<file path="config.mk">
export PLATFORM = sky130hd
export DESIGN_NAME = instruction_fetch_unit
export DESIGN_NICKNAME = d
export VERILOG_FILES = /design/src/rtl/instruction_fetch_unit.sv
export SDC_FILE = /design/constraint.sdc
export NUM_CORES = 1
export LEC_CHECK = 0
export CORE_UTILIZATION = 45
export CTS_CLUSTER_DIAMETER = 50
export DETAILED_ROUTE_END_ITERATION = 7
export HOLD_SLACK_MARGIN = 0.02
export PLACE_DENSITY_LB_ADDON = 0.12
export SETUP_SLACK_MARGIN = 0.05
export SYNTH_ARGS = -nofsm -noshare
export SYNTH_HDL_FRONTEND = slang
export SYNTH_SLANG_ARGS = --single-unit
</file>
<file path="constraint.sdc">
create_clock -name Clk -period 1.9 [get_ports Clk]
set_input_delay 0.38 -clock Clk [delete_from_list [all_inputs] [get_ports Clk]]
set_output_delay 0.38 -clock Clk [all_outputs]
set_load 0.03 [all_outputs]
</file>
<file path="src/rtl/instruction_fetch_unit.sv">
// Fetch unit: owns the PC, runs a req/ack read of instruction memory,
// captures the word and pulses IRWrite; handles redirects and faults.
// Ports:
//   Clk, Reset        clock, async active-low reset
//   Fetch, Redirect   control pulses; RedirectAddr is the branch target
//   MemReq/MemAddr    registered read request and address
//   MemRdata/MemAck   read data and acknowledge
//   Instruction       last fetched word; IRWrite pulses when it updates
//   Busy              request outstanding
//   FetchFault        pulse on misaligned fetch or memory timeout
//   PC                current program counter
module instruction_fetch_unit #(
  parameter logic [31:0] RESET_PC = 32'h0000_0000,
  parameter int unsigned TIMEOUT  = 15
) (
  input  logic        Clk,
  input  logic        Reset,
  input  logic        Fetch,
  input  logic        Redirect,
  input  logic [31:0] RedirectAddr,
  output logic        MemReq,
  output logic [31:0] MemAddr,
  input  logic [31:0] MemRdata,
  input  logic        MemAck,
  output logic [31:0] Instruction,
  output logic        IRWrite,
  output logic        Busy,
  output logic        FetchFault,
  output logic [31:0] PC
);

  typedef enum logic {IDLE, REQ} state_t;

  localparam logic [7:0] TO_LAST = 8'(TIMEOUT - 1);

  state_t      state_q, state_d;
  logic [31:0] pc_q, pc_d;
  logic        req_q, req_d;
  logic [31:0] addr_q, addr_d;
  logic [31:0] instr_q, instr_d;
  logic        irw_q, irw_d;
  logic        fault_q, fault_d;
  logic [7:0]  cnt_q, cnt_d;
  logic        pend_q, pend_d;
  logic [31:0] pend_addr_q, pend_addr_d;

  logic [31:0] fetch_addr;
  logic        tgt_v;
  logic [31:0] tgt;

  // A redirect arriving in the completing cycle wins over an older one.
  assign fetch_addr = Redirect ? RedirectAddr : pc_q;
  assign tgt_v      = pend_q | Redirect;
  assign tgt        = Redirect ? RedirectAddr : pend_addr_q;

  always_comb begin
    state_d     = state_q;
    pc_d        = pc_q;
    req_d       = req_q;
    addr_d      = addr_q;
    instr_d     = instr_q;
    irw_d       = 1'b0;
    fault_d     = 1'b0;
    cnt_d       = cnt_q;
    pend_d      = pend_q;
    pend_addr_d = pend_addr_q;
    unique case (state_q)
      IDLE: begin
        if (Fetch) begin
          pc_d = fetch_addr;
          if (fetch_addr[1:0] != 2'b00) begin
            fault_d = 1'b1;
          end else begin
            state_d = REQ;
            req_d   = 1'b1;
            addr_d  = fetch_addr;
            cnt_d   = 8'd0;
          end
        end else if (Redirect) begin
          pc_d = RedirectAddr;
        end
      end
      REQ: begin
        if (MemAck) begin
          instr_d = MemRdata;
          irw_d   = 1'b1;
          req_d   = 1'b0;
          state_d = IDLE;
          pc_d    = tgt_v ? tgt : pc_q + 32'd4;
          pend_d  = 1'b0;
          cnt_d   = 8'd0;
        end else if (cnt_q == TO_LAST) begin
          // This is the TIMEOUT-th cycle without an ack.
          req_d   = 1'b0;
          fault_d = 1'b1;
          state_d = IDLE;
          if (tgt_v) pc_d = tgt;
          pend_d  = 1'b0;
          cnt_d   = 8'd0;
        end else begin
          cnt_d = cnt_q + 8'd1;
          if (Redirect) begin
            pend_d      = 1'b1;
            pend_addr_d = RedirectAddr;
          end
        end
      end
      default: state_d = IDLE;
    endcase
  end

  always_ff @(posedge Clk or negedge Reset) begin
    if (!Reset) begin
      state_q     <= IDLE;
      pc_q        <= RESET_PC;
      req_q       <= 1'b0;
      addr_q      <= 32'd0;
      instr_q     <= 32'd0;
      irw_q       <= 1'b0;
      fault_q     <= 1'b0;
      cnt_q       <= 8'd0;
      pend_q      <= 1'b0;
      pend_addr_q <= 32'd0;
    end else begin
      state_q     <= state_d;
      pc_q        <= pc_d;
      req_q       <= req_d;
      addr_q      <= addr_d;
      instr_q     <= instr_d;
      irw_q       <= irw_d;
      fault_q     <= fault_d;
      cnt_q       <= cnt_d;
      pend_q      <= pend_d;
      pend_addr_q <= pend_addr_d;
    end
  end

  assign MemReq      = req_q;
  assign MemAddr     = addr_q;
  assign Instruction = instr_q;
  assign IRWrite     = irw_q;
  assign FetchFault  = fault_q;
  assign Busy        = (state_q == REQ);
  assign PC          = pc_q;

endmodule

</file>
; Word level (Yosys, flattened, before mapping)
; Cells that the tools add are included.
[word_totals]
ff_bits = 141
latch_bits = 0
ram_bits = 0
mem_bits_ro = 0
out_inout_bits = 100
mem_count = 0
[classes]
add_sub_neg = 2
n_mul = 0
n_div = 0
n_lt_le_gt_ge = 0
eq_ne = 5
shifts = 0
mux = 32
bitwise_logic = 5
reduce_logical = 9
[ops]
columns = op, n
row1 = $mux 32, 6
row2 = $pmux 32 s2, 1
row3 = $add 32x3->32 const B, 1
row4 = $mux 8, 4
row5 = $mux 1, 17
row6 = $pmux 8 s2, 1
row7 = $reduce_and 3->1, 3
row8 = $add 8x1->8 const B, 1
row9 = $eq 8x4->1 const B, 1
row10 = $reduce_and 2->1, 4
row11 = $ne 3x2->1 const B, 2
row12 = $pmux 1 s2, 3
row13 = $ne 2x2->1 const B, 2
row14 = $not 1->1, 4
row15 = $reduce_bool 3->1, 1
row16 = $reduce_bool 2->1, 1
row17 = $or 1x1->1, 1

; Depth between registers and ports, before layout
[logic_depth]
ltp_word = 5
ltp_mapped = 9
depth_no_buf = 7

; Least setup slack after synthesis
; No wires, ideal clock.
[synth_path]
path_kind = reg-to-reg
startpoint = register pc_q[2] (netlist: PC[2])
endpoint = register pc_q[24] (netlist: PC[24])
setup_ps = 67
arrival_ps = 2136
required_ps = 1833
setup_slack_ps = -303
stages_incl_launch_ff = 7
period_less_slack_ps = 2203
cell_sequence = dfrtp_1 > ha_1 > nand4_2 > or3_1 > or3_1 > a311oi_1 > a221o_1
[synth_via]
elab_chain_cells = 4
[synth_lines]
columns = item, line
row1 = "start, declared", 37  ; logic [31:0] pc_q, pc_d;
row2 = "start signal, assigned", 126  ; pc_q <= pc_d;
row3 = $add 32x3->32, 89  ; pc_d = tgt_v ? tgt : pc_q + 32'd4;
row4 = $mux 32, 89
row5 = $mux 32, 84  ; if (MemAck) begin
row6 = $pmux 32 s2, 67  ; unique case (state_q)
; No other way between the ends.
; A chain may end at the register's enable or synchronous reset.

; Final worst setup path
[layout_path]
startpoint = register cnt_q[0]
endpoint = register pend_addr_q[27]
[layout_via]
elab_chain_cells = 3
[layout_lines]
columns = item, line
row1 = "start, declared", 43  ; logic [7:0] cnt_q, cnt_d;
row2 = "start signal, assigned", 132  ; cnt_q <= cnt_d;
row3 = $eq 8x4->1, 92  ; end else if (cnt_q == TO_LAST) begin
row4 = $not 1->1 (no source line), -
row5 = $reduce_and 3->1 (no source line), -
row6 = "end signal, assigned", 134  ; pend_addr_q <= pend_addr_d;
row7 = "end, declared", 45  ; logic [31:0] pend_addr_q, pend_addr_d;
; No other way between the ends.

==> results.toml <==
[route]
met1Wirelength_mm = 9.115
drt-initial-drc-count = 525
met3WireLength_mm = 1.041
drt-vias-per-instance = 5.829
wl_per_cell_um = 19.05
drc = 0
routed_wl_mm = 21.09
dr_wl_met2_mm = 10.45
postRouteAntennaNets = 0
firstDrtPassIters = 5
highest_layer = "met4"
num_vias = 6453

[floorplan]
dieWidth_um = 126.6
core_um2 = 15200
initial_core_util_pct = 45.96
dieArea_um2 = 16030
num_io_pins = 169
std_cell_rows = 45
die_h_um = 126.6

[run_status]
outcome = "finished, violations left"
violations = "negative setup slack"

[synth]
synth_enable_flop_cells = 0
ys_types = 65
syn_avg_cell_area_um2 = 10.59
synth_top_area_share_pct = 50.50
ys.flop_type = "dfrtp_1"
netlist_top_cells_area = "dfrtp_1 (51%), mux2_2 (9.7%), mux2i_1 (4.6%)"
synth_seq_area_share_pct = 50.50
netlist_top_cells_count = "dfrtp_1 (141), nand2_1 (70), mux2_2 (60), o21ai_0 (60), mux2i_1 (32)"
synth-seq-cells = 141
yosysWarnings = 0
syn-num-nets = 732
yosysMostFrequentCell = "dfrtp_1"
syn_inst = 660
ys_async_sr_fraction_pct = 100.0
synth_top_area_cell = "dfrtp_1"
netlist_area_um2 = 6987

[critical_path]
cp_max_fo = 13
worst_setup_path_start_kind = "flip-flop"
arrival_ns = 2.21
crit_path_end_kind = "flip-flop"
crit_required_ns = 2.20
path_class = "flip-flop to flip-flop"
r2r_slack_ns = -0.01

[timing]
period_share_pct = 100.6
skew_ns = 0.008888
drv_slew = 0
max_freq_ghz = 0.5232
worst_pin_slew_ns = 0.8113
relSlewSlack_pct = 45.71
setup_viol_count_final = 6
final_hold_viol_count = 0
fin_ws_ns = -0.01149
rsz0062_at_grt = "yes"
period_minus_slack_ns = 1.911

[clocking]
cts_max_path_buffers = 2
cts.sinks = 141
cts_max_level = 4
cts_tree = "built"
cts-root-buf = "clkbuf_16"
numCtsBuffers = 17
clkTransAtPathRegs_ns = 0.06
clock_latency_ns = 0.42

[placement]
dp_hpwl_mm = 14.84
port_buffers = 168
gp_congestion = 0.8975

[min_path]
hold_path_class = "input port to flip-flop"

[layout]
drive_gt1_share_pct = 26.77
syn2layout_area_growth_pct = 50.50
fillers = 1163
nets = 980
diodes = 0
final_util_pct = 69.17

[global_routing]
first_global_vias = 6466
grt_pass1_wl_mm = 33.05
grt_use_total_pct = 26.57
grt_antenna_before_repair = 0
grt_max_degree = 47
grt_remaining_overflow = 0

[power]
powerDensity_nw_per_um2 = 1375
p_leak_nw = 5.131
power.total_mw = 14.46
vdd_drop_max_v = 0.0006768

[job]
cap_violations = 0
[stage by stage]
step / area [µm²] / hold WS [ns] / setup WS, ns / std cells / TNS [ns]
4_1_cts: 10310 / 0.3351 / 0.002149 / 1101 / 0
5_1_grt: 10520 / 0.3617 / -0.08265 / 1107 / -1.753
2_1_floorplan: 7067 / 0.08441 / -0.02276 / 660 / -0.4212
3_3_place_gp: 9582 / 0.3581 / -0.2436 / 1065 / -11.69
6_report: 10520 / 0.3580 / -0.01149 / 1107 / -0.02972
3_5_place_dp: 9582 / 0.3614 / -0.3113 / 1065 / -16.16
[cell families after synthesis]
logic type	share of synthesized area (%)
mux	15.06
compound gates	16.21
simple gates	12.82
fa+ha+maj	0.5373
flops	50.50
buf+inv	3.367
xor+xnor	1.504
[power breakdown]
group	leakage, nW	switching, mW	internal [mW]
clock	0.284	1.23	2.09
combinational	3.13	3.49	2.76
sequential	1.71	0.733	4.16
total	5.13	5.45	9.01
[final cells by class]
cell class                      count  area (µm²)  share of cell area [%]
Clock buffer                       24       501.7                   4.772
Inverter                           12       45.04                  0.4284
Timing Repair Buffer              271        2633                   25.04
Sequential cell                   141        3547                   33.73
Multi-Input combinational cell    465        3468                   32.98
Clock inverter                      6       85.08                  0.8091
Tap cell                          188       235.2                   2.237
[path summary, 6_finish.rpt]
check | to | cells past startpoint | startpoint
min in group asynchronous | MemAddr[14]$_DFFE_PN0P_ | 2 | Reset
worst min register to register | MemAddr[17]$_DFFE_PN0P_ | 2 | MemAddr[17]$_DFFE_PN0P_
worst max register to register | pend_addr_q[27]$_DFFE_PN0P_ | 8 | cnt_q[0]$_DFFE_PN0P_
max in group asynchronous | Instruction[9]$_DFFE_PN0P_ | 3 | Reset
worst min-delay path | pend_q$_DFFE_PN0P_ | 3 | Redirect
worst max-delay path | pend_addr_q[27]$_DFFE_PN0P_ | 8 | cnt_q[0]$_DFFE_PN0P_
[registers in the layout (all words and copies together) (netlist names)]
name	flops
Busy	1
FetchFault	1
IRWrite	1
Instruction	32
MemAddr	32
MemReq	1
PC	32
cnt_q	8
pend_addr_q	32
pend_q	1
[worst max-delay path: stages, from the launching register on]
cell	delay, ns
dfrtp_1	0.38
inv_1	0.06
ha_1	0.14
nand4b_1	0.16
buf_4	0.19
o21ai_4	0.15
or2_4	0.21
buf_12	0.17
mux2_2	0.34
[timing repair]
item	CTS	global route
gates resized for setup	88	56
cloned	2	0
pin swaps	10	16
hold buffers	1	0
endpoints found under the setup margin	89	98
endpoints found under the hold margin	43	0
buffers inserted	3	6
[placed cells by master (no fill, tap or decap), drive strengths merged, types with 13 or more instances in the layout]
cell           synthesis  final
a21oi                 26     26
buf                   21    105
clkbuf                21     24
clkdlybuf4s50          0     81
dfrtp                141    141
dlygate4sd2            0     47
dlymetal6s2s           0     37
mux2                  65     65
mux2i                 32     32
nand2                 70     70
nand3                 14     14
nand4                 13     13
nor2                  31     31
o21ai                 61     61
[per-layer routing]
layer / global-route usage [%] / vias to the layer above
met5: 0 / -
met1: 34.43 / 3236
li1: - / 2929
met3: 4.766 / 39
met4: 10.84 / 0
met2: 44.13 / 249
(Power assumes the default switching activity.)
